[config.mk]
export PLATFORM = sky130hd
export DESIGN_NAME = wb_queue
export DESIGN_NICKNAME = d
export VERILOG_FILES = /design/src/rtl/wb_queue.sv
export SDC_FILE = /design/constraint.sdc
export NUM_CORES = 1
export LEC_CHECK = 0
export ABC_AREA = 0
export CAP_MARGIN = 20
export CORE_ASPECT_RATIO = 2
export CORE_UTILIZATION = 40
export CTS_CLUSTER_DIAMETER = 120
export DETAILED_ROUTE_END_ITERATION = 7
export SLEW_MARGIN = 20
export SYNTH_ARGS = -nofsm -noshare
export SYNTH_HDL_FRONTEND = slang
export SYNTH_SLANG_ARGS = --single-unit
[constraint.sdc]
create_clock -name clock -period 2.6 [get_ports clock]
set_clock_uncertainty 0.15 [all_clocks]
set_input_delay 0.52 -clock clock [delete_from_list [all_inputs] [get_ports clock]]
set_output_delay 0.52 -clock clock [all_outputs]
set_load 0.02 [all_outputs]
[src/rtl/wb_queue.sv]
// Writeback queue in front of the register file write port: buffers results in a
// small FIFO, drains one registered write per cycle, and reports pending registers.
module wb_queue #(
   parameter int DEPTH  = 4,
   parameter int DATA_W = 32,
   parameter int SEL_W  = 5
) (
   input  logic                     clock,
   input  logic                     reset,
   input  logic                     in_valid,
   output logic                     in_ready,
   input  logic [SEL_W-1:0]         in_sel,
   input  logic [DATA_W-1:0]        in_data,
   input  logic                     drain_en,
   output logic                     wEn,
   output logic [SEL_W-1:0]         write_sel,
   output logic [DATA_W-1:0]        write_data,
   input  logic [SEL_W-1:0]         rs1_sel,
   input  logic [SEL_W-1:0]         rs2_sel,
   output logic                     rs1_busy,
   output logic                     rs2_busy,
   output logic [$clog2(DEPTH):0]   count,
   output logic                     full,
   output logic                     empty
);

   localparam int PW = $clog2(DEPTH);
   localparam int CW = PW + 1;
   localparam logic [CW-1:0] FULL_COUNT = CW'(DEPTH);

   logic [SEL_W-1:0]  sel_mem  [DEPTH];
   logic [DATA_W-1:0] data_mem [DEPTH];
   logic [DEPTH-1:0]  entry_valid;
   logic [PW-1:0]     head;
   logic [PW-1:0]     tail;
   logic              push;
   logic              pop;
   logic              rs1_hit;
   logic              rs2_hit;

   assign full     = (count == FULL_COUNT);
   assign empty    = (count == '0);
   assign in_ready = !full;

   // Register 0 completes the handshake but is never queued.
   assign push = in_valid && in_ready && (in_sel != '0);
   assign pop  = drain_en && !empty;

   always_ff @(posedge clock or negedge reset) begin
      if (!reset) begin
         head        <= '0;
         tail        <= '0;
         count       <= '0;
         entry_valid <= '0;
         wEn         <= 1'b0;
         write_sel   <= '0;
         write_data  <= '0;
      end else begin
         if (push) begin
            tail              <= tail + PW'(1);
            entry_valid[tail] <= 1'b1;
         end
         if (pop) begin
            head              <= head + PW'(1);
            entry_valid[head] <= 1'b0;
            write_sel         <= sel_mem[head];
            write_data        <= data_mem[head];
         end
         wEn <= pop;
         case ({push, pop})
            2'b10:   count <= count + CW'(1);
            2'b01:   count <= count - CW'(1);
            default: count <= count;
         endcase
      end
   end

   // NOTE: payload storage has no reset; entry_valid alone decides whether a slot counts.
   always_ff @(posedge clock) begin
      if (push) begin
         sel_mem[tail]  <= in_sel;
         data_mem[tail] <= in_data;
      end
   end

   // NOTE: combinational logic uses blocking assignments, with defaults first so no latch is inferred.
   always_comb begin
      rs1_hit = 1'b0;
      rs2_hit = 1'b0;
      for (int i = 0; i < DEPTH; i++) begin
         if (entry_valid[i] && (sel_mem[i] == rs1_sel)) rs1_hit = 1'b1;
         if (entry_valid[i] && (sel_mem[i] == rs2_sel)) rs2_hit = 1'b1;
      end
      // The output stage stays busy until the register file has captured it.
      if (wEn && (write_sel == rs1_sel)) rs1_hit = 1'b1;
      if (wEn && (write_sel == rs2_sel)) rs2_hit = 1'b1;
   end

   assign rs1_busy = (rs1_sel != '0) && rs1_hit;
   assign rs2_busy = (rs2_sel != '0) && rs2_hit;

endmodule

==> results of run 1 <==
[routing by layer]
| layer | GRT usage | share of wire | wire length [µm] |
|---|---|---|---|
| met4 | 0.0923 | 0.031 | 545 |
| met2 | 0.350 | 0.58 | 10200 |
| met3 | 0.0461 | 0.034 | 593 |
| met5 | 0 | 0 | 0 |
| met1 | 0.190 | 0.36 | 6300 |
[flip-flops by register name, summed over array words and instances, names as in the netlist]
| name | cells |
|---|---|
| data_mem | 128 |
| write_data | 32 |
| sel_mem | 20 |
| write_sel | 5 |
| entry_valid | 4 |
| count | 3 |
| head | 2 |
| tail | 2 |
| wEn | 1 |
[logic make-up after synthesis]
logic type / share of synthesized area
flops: 0.705
xor+xnor: 0.0599
compound gates: 0.0135
mux: 0.105
fa+ha+maj: 0.0165
simple gates: 0.0784
buf+inv: 0.0224
[worst register-to-register path, stage by stage, from the launching register on]
cell,delay [ns]
dfrtp_1,0.42
inv_1,0.13
nand3_1,0.19
o311a_4,0.20
inv_1,0.07
ha_2,0.18
inv_1,0.06
fa_2,0.33
xor2_1,0.14
nor2_1,0.14
xor2_1,0.16
[worst min-delay path by stage]
stage	startpoint	endpoint	slack, ns	cells after the start
2_1_floorplan	reset	count[0]	0.07	0
3_3_place_gp	write_data[15]	write_data[15]	0.31	2
3_5_place_dp	write_data[30]	write_data[30]	0.31	2
4_1_cts	reset	write_sel[4]	0.11	2
5_1_grt	reset	write_data[13]	0.14	2
6_report	reset	write_data[23]	0.08	2
[metrics by stage]
stage | hold slack [ns] | setup TNS, ns | setup slack, ns | util | std cells
CTS | 0.107 | 0 | 0.00436 | 0.503 | 882
global placement | 0.310 | -16.50 | -0.604 | 0.476 | 850
detailed placement | 0.312 | -17.36 | -0.687 | 0.476 | 850
floorplan | 0.0744 | 0 | 0.109 | - | 493
finish | 0.0831 | 0 | 0.0355 | 0.505 | 884
global route | 0.142 | -0.137 | -0.0687 | 0.505 | 884
[timing repair]
item	CTS	global route
hold endpoints to repair	0	0
cloned	0	0
pin swaps	4	4
setup buffers	0	1
resized for setup	21	10
endpoints found under the setup margin	3	4
[final cells by class]
class | instances | area, µm²
antenna | 1 | 2.50
sequential | 197 | 5670
clock buffer | 24 | 462
tap | 262 | 328
fill | 1720 | 9810
inverter | 10 | 37.5
timing repair buffer | 122 | 1190
clock inverter | 8 | 77.6
multi-input combinational | 260 | 2240
[power breakdown]
group | switching, mW | total, mW | internal (mW)
sequential | 0.508 | 4.78 | 4.27
combinational | 1.93 | 3.71 | 1.78
clock | 1.09 | 2.43 | 1.34
total | 3.53 | 10.9 | 7.40
[layout by cell type (no fill, tap or decap), types with 2 or more instances in the layout]
cell type        netlist  routed
a2bb2oi_2              4       4
and2_4                 4       4
buf_12                 0       4
buf_4                  2      23
clkbuf_1               2       6
clkbuf_16              0      17
clkdlybuf4s50_1        0      80
clkinvlp_4             0       4
dfrtp_1               49      47
dfrtp_2                0       2
dlygate4sd2_1          0      10
dlymetal6s2s_1         0       3
edfxtp_1             148     148
ha_1                   9       8
inv_1                  9       9
mux4_2                37      37
nand2_1              115     115
nand3_1               13      13
nor4_1                10       6
nor4_2                 0       4
o21ai_0                2       2
o22a_1                 2       2
or4_1                  2       2
xnor2_1               13      13
xor2_1                42      42
==> impl_metrics.yaml, run 1 <==
route:
  via_per_inst: 5.06
  drt_wl_total_mm: 17.7
  drt_iter0_drc: 198
  drtPass1Iterations: 6
  vias: 4471
  drtAntennaViolNets: 0
  routedWlPerCell_um: 20.0
  drc: 0
synthesis:
  synth_edf_count: 148
  netlist_instances: 493
  ys_async_sr_fraction: 0.249
  synth-main-ff-cell: "edfxtp_1"
  yosys-top-cells-count: "edfxtp_1 (148), nand2_1 (115), dfrtp_1 (49)"
  yosysTopAreaCellShare: 0.552
  ys_top_cells_by_area: "edfxtp_1 (55%), dfrtp_1 (15%), mux4_2 (10%)"
  syn_area_um2: 8050
  yosys_warnings: 0
  synthMostInstantiatedCell: "edfxtp_1"
  syn-mean-instance-area_um2: 16.3
  yosys.area.top_type: "edfxtp_1"
  syn-num-nets: 554
  synth-seq-cells: 197
  synth.distinct_cells: 28
  ys_seq_area_frac: 0.705
floorplanning:
  die_h_um: 203
  coreArea_um2: 19800
  start_util: 0.406
  dieWidth_um: 102
  rows: 73
  pin_count: 97
  dieArea_um2: 20700
finish:
  areaGrowthSynthToFinish_pct: 24.4
  drive_gt1_frac: 0.180
  postLayoutCellArea_um2: 10000
  fin_nets: 669
global_route:
  grt_pass1_wl_mm: 27.7
  first_global_vias: 5075
  grt_overflow: 0
  grt_max_degree: 50
  antenna_found_initial: 1
  grt_usage: 0.189
critical_path:
  critPathKind: "reg2out"
  cp.required_ns: 1.93
  cp.arrival_ns: 1.89
  max_stage_delay_ns: 0.46
  r2r-start: "count[0]"
  reg2reg_depth: 10
  startpoint: "sel_mem[0][3]"
  critical_path.top_delay_family: "simple AND/OR/NAND/NOR gates"
  worstPathBufferInverterCount: 1
  cp_slowest_cell: "edfxtp_1"
  r2r-end: "count[2]"
  cp.depth: 6
  crit_fanout: 3
  critPathLaunchType: "register"
  r2r_slack_ns: 0.34
  setup.worst_path.end: "rs1_busy"
  cp_cell_sequence: "xor2_1, nor4_1, nand3_1, nand2_1, o22a_1, buf_6"
  critPathCaptureType: "output port"
clock_tree:
  path_clk_slew_ns: 0.06
  cts_max_level: 4
  clk_latency_ns: 0.43
  cts_buffer_depth: 2
  cts_tree: "yes"
  clock-root-buffer: "clkbuf_16"
  hold_buffers: 0
  cts.sinks: 197
  cts_buffers: 17
sta:
  hold_viol: 0
  fmax_mhz: 390
  period_share: 0.986
  max_slew_margin: 0.503
  maxSlewViolCount: 0
  setup_viol: 0
  timing.final.crit_period_ns: 2.56
  worstMarginPinSlew_ns: 0.746
  rsz0062_at_grt: "true"
run:
  timing.max_cap.violations: 0
placed_design:
  dp_hpwl_mm: 11.5
  routabilityCongestion: 0.927
  place_area_um2: 9440
  port_buffers: 96
power:
  power_density_nw_per_um2: 1090
  ir_worst_vdd_uv: 517
  power.leakage_nw: 3.76
  power.total_mw: 10.9
outcome:
  status: "finished, final reports clean"
worst_hold_path:
  hold_class: "in2async"
Power figures use the tool's default switching activity.
==> run 2: changes to the inputs <==
- CAP_MARGIN: 20 -> 5
- REMOVE_ABC_BUFFERS: not set -> 1
==> impl_metrics.yaml, run 2 (synthesis gave the netlist of run 1 again) <==
outcome:
  status: "finished, final reports clean"
sta:
  setup_viol: 0
  max_slew_margin: 0.573
  maxSlewViolCount: 0
  worstMarginPinSlew_ns: 0.640
  fmax_mhz: 391
  period_share: 0.983
  fin_tns_setup_ns: 0
  hold_viol: 0
  timing.final.crit_period_ns: 2.56
  rsz0062_at_grt: "true"
route:
  via_per_inst: 5.08
  routedWlPerCell_um: 19.4
  drtAntennaViolNets: 0
  drc: 0
  vias: 4489
  drt_iter0_drc: 191
  drtPass1Iterations: 4
  drt_wl_total_mm: 17.1
finish:
  fin_nets: 668
  n_fill_cell: 1730
  mostFrequentLayoutCells: "edfxtp_1 (148), nand2_1 (115), clkdlybuf4s50_1 (81), dfrtp_1 (46), xor2_1 (41)"
  final_common_cell: "edfxtp_1"
  largest_reg_flops: 128
  largest_register: "data_mem"
  stdcell_count: 883
  multi_input_area_um2: 2220
  seq_area_um2: 5670
  utilization: 0.505
  reg_top3: "data_mem x128, write_data x32, sel_mem x20"
  areaGrowthSynthToFinish_pct: 24.3
  drive_gt1_frac: 0.184
global_route:
  grt_max_degree: 50
  first_global_vias: 5044
  grt_pass1_wl_mm: 27.4
  grt_overflow: 0
  antenna_found_initial: 1
  grt_usage: 0.182
placed_design:
  port_buffers: 96
  dp_hpwl_mm: 11.0
  routabilityCongestion: 0.962
  dpl.cell_count: 847
clock_tree:
  cts_buffer_depth: 2
  clock-root-buffer: "clkbuf_16"
  cts_buffers: 17
  clk_latency_ns: 0.43
  cts_tree: "yes"
  cts.sinks: 197
  path_clk_slew_ns: 0.07
  cts_max_level: 4
power:
  p_comb_frac: 0.336
  switching_share: 0.330
  ir_worst_vdd_uv: 568
  power_frac_seq: 0.437
  power.leakage_nw: 3.76
  p_switching_mw: 3.60
  pwr-share-clk: 0.227
  power_density_nw_per_um2: 1090
  intPower_mw: 7.32
worst_hold_path:
  hold_class: "reg2reg"
  whs_path_depth: 2
critical_path:
  cp.arrival_ns: 1.89
  cp.required_ns: 1.93
  r2r_slack_ns: 0.41
  critPathKind: "reg2out"
  reg2reg_depth: 10
  crit_fanout: 3
  critPathCaptureType: "output port"
  critPathLaunchType: "register"
floorplanning:
  start_util: 0.406
  pin_count: 97
  dieArea_um2: 20700
  coreArea_um2: 19800
  die_h_um: 203
  dieWidth_um: 102
  rows: 73
run:
  timing.max_cap.violations: 0
[run 2: changes by cell type in the layout (fill, tap and decap cells not counted), sizes merged]
| cell | previous run | this run |
|---|---|---|
| dlymetal6s2s | 3 | 1 |
| bufinv | 1 | 0 |
| clkinv | 2 | 4 |
| clkdlybuf4s50 | 80 | 81 |
| buf | 29 | 27 |
| clkbuf | 24 | 19 |
| clkinvlp | 4 | 0 |
| dlygate4sd3 | 0 | 1 |
| inv | 11 | 20 |
[run 2: cell type report]
type                    count  area share
repair buffers            121       0.118
clock buffers              18      0.0429
flip-flops and latches    197       0.567
clock inverters            14      0.0133
well taps                 262      0.0328
diodes                      1    0.000250
multi-input cells         260       0.222
inverters                  10     0.00375
[run 2: power by group through the flow]
stage	clock network, mW	registers (mW)	logic, mW
floorplan	0	5.23	1.70
global placement	0	4.80	3.69
detailed placement	0	4.85	3.73
CTS	2.55	4.79	3.74
global route	2.66	4.87	3.99
finish	2.48	4.77	3.67
[run 2: timing repair]
action	in CTS	in global routing
gates cloned	0	0
pin swaps	2	6
hold buffers	1	0
endpoints found under the hold margin	49	0
gates resized for setup	20	9
endpoints found under the setup margin	3	3
buffers inserted	1	1
[run 2: worst paths after layout]
path / start / to
min: write_data[20] / write_data[20]
max in group asynchronous: reset / write_sel[3]
max: sel_mem[2][4] / rs1_busy
max reg2reg: count[0] / count[2]
min reg2reg: write_data[20] / write_data[20]
min in group asynchronous: reset / write_data[20]
[run 2: through the flow]
step / cell area (µm²) / hold slack [ns] / power (mW) / setup WS, ns
detailed placement: 9410 / 0.312 / 8.58 / -0.620
global placement: 9410 / 0.313 / 8.50 / -0.625
global route: 10000 / 0.345 / 11.5 / -0.0706
finish: 10000 / 0.324 / 10.9 / 0.0442
floorplan: 7910 / 0.0744 / 6.93 / -0.945
CTS: 9970 / 0.330 / 11.1 / 0.0243
[run 2: critical path, stage by stage (launching register included)]
cell      delay, ns
edfxtp_1       0.45
buf_4          0.17
xor2_1         0.17
nor4_1         0.18
nand3_1        0.12
nand3_1        0.09
o22a_1         0.15
buf_4          0.13
[run 2: metal layers]
metal | wire length (µm) | up-vias | GRT usage
li1 | - | 2025 | -
met1 | 6100 | 2310 | 0.193
met2 | 9820 | 113 | 0.339
met3 | 552 | 41 | 0.0320
met4 | 635 | 0 | 0.0847
met5 | 0 | - | 0
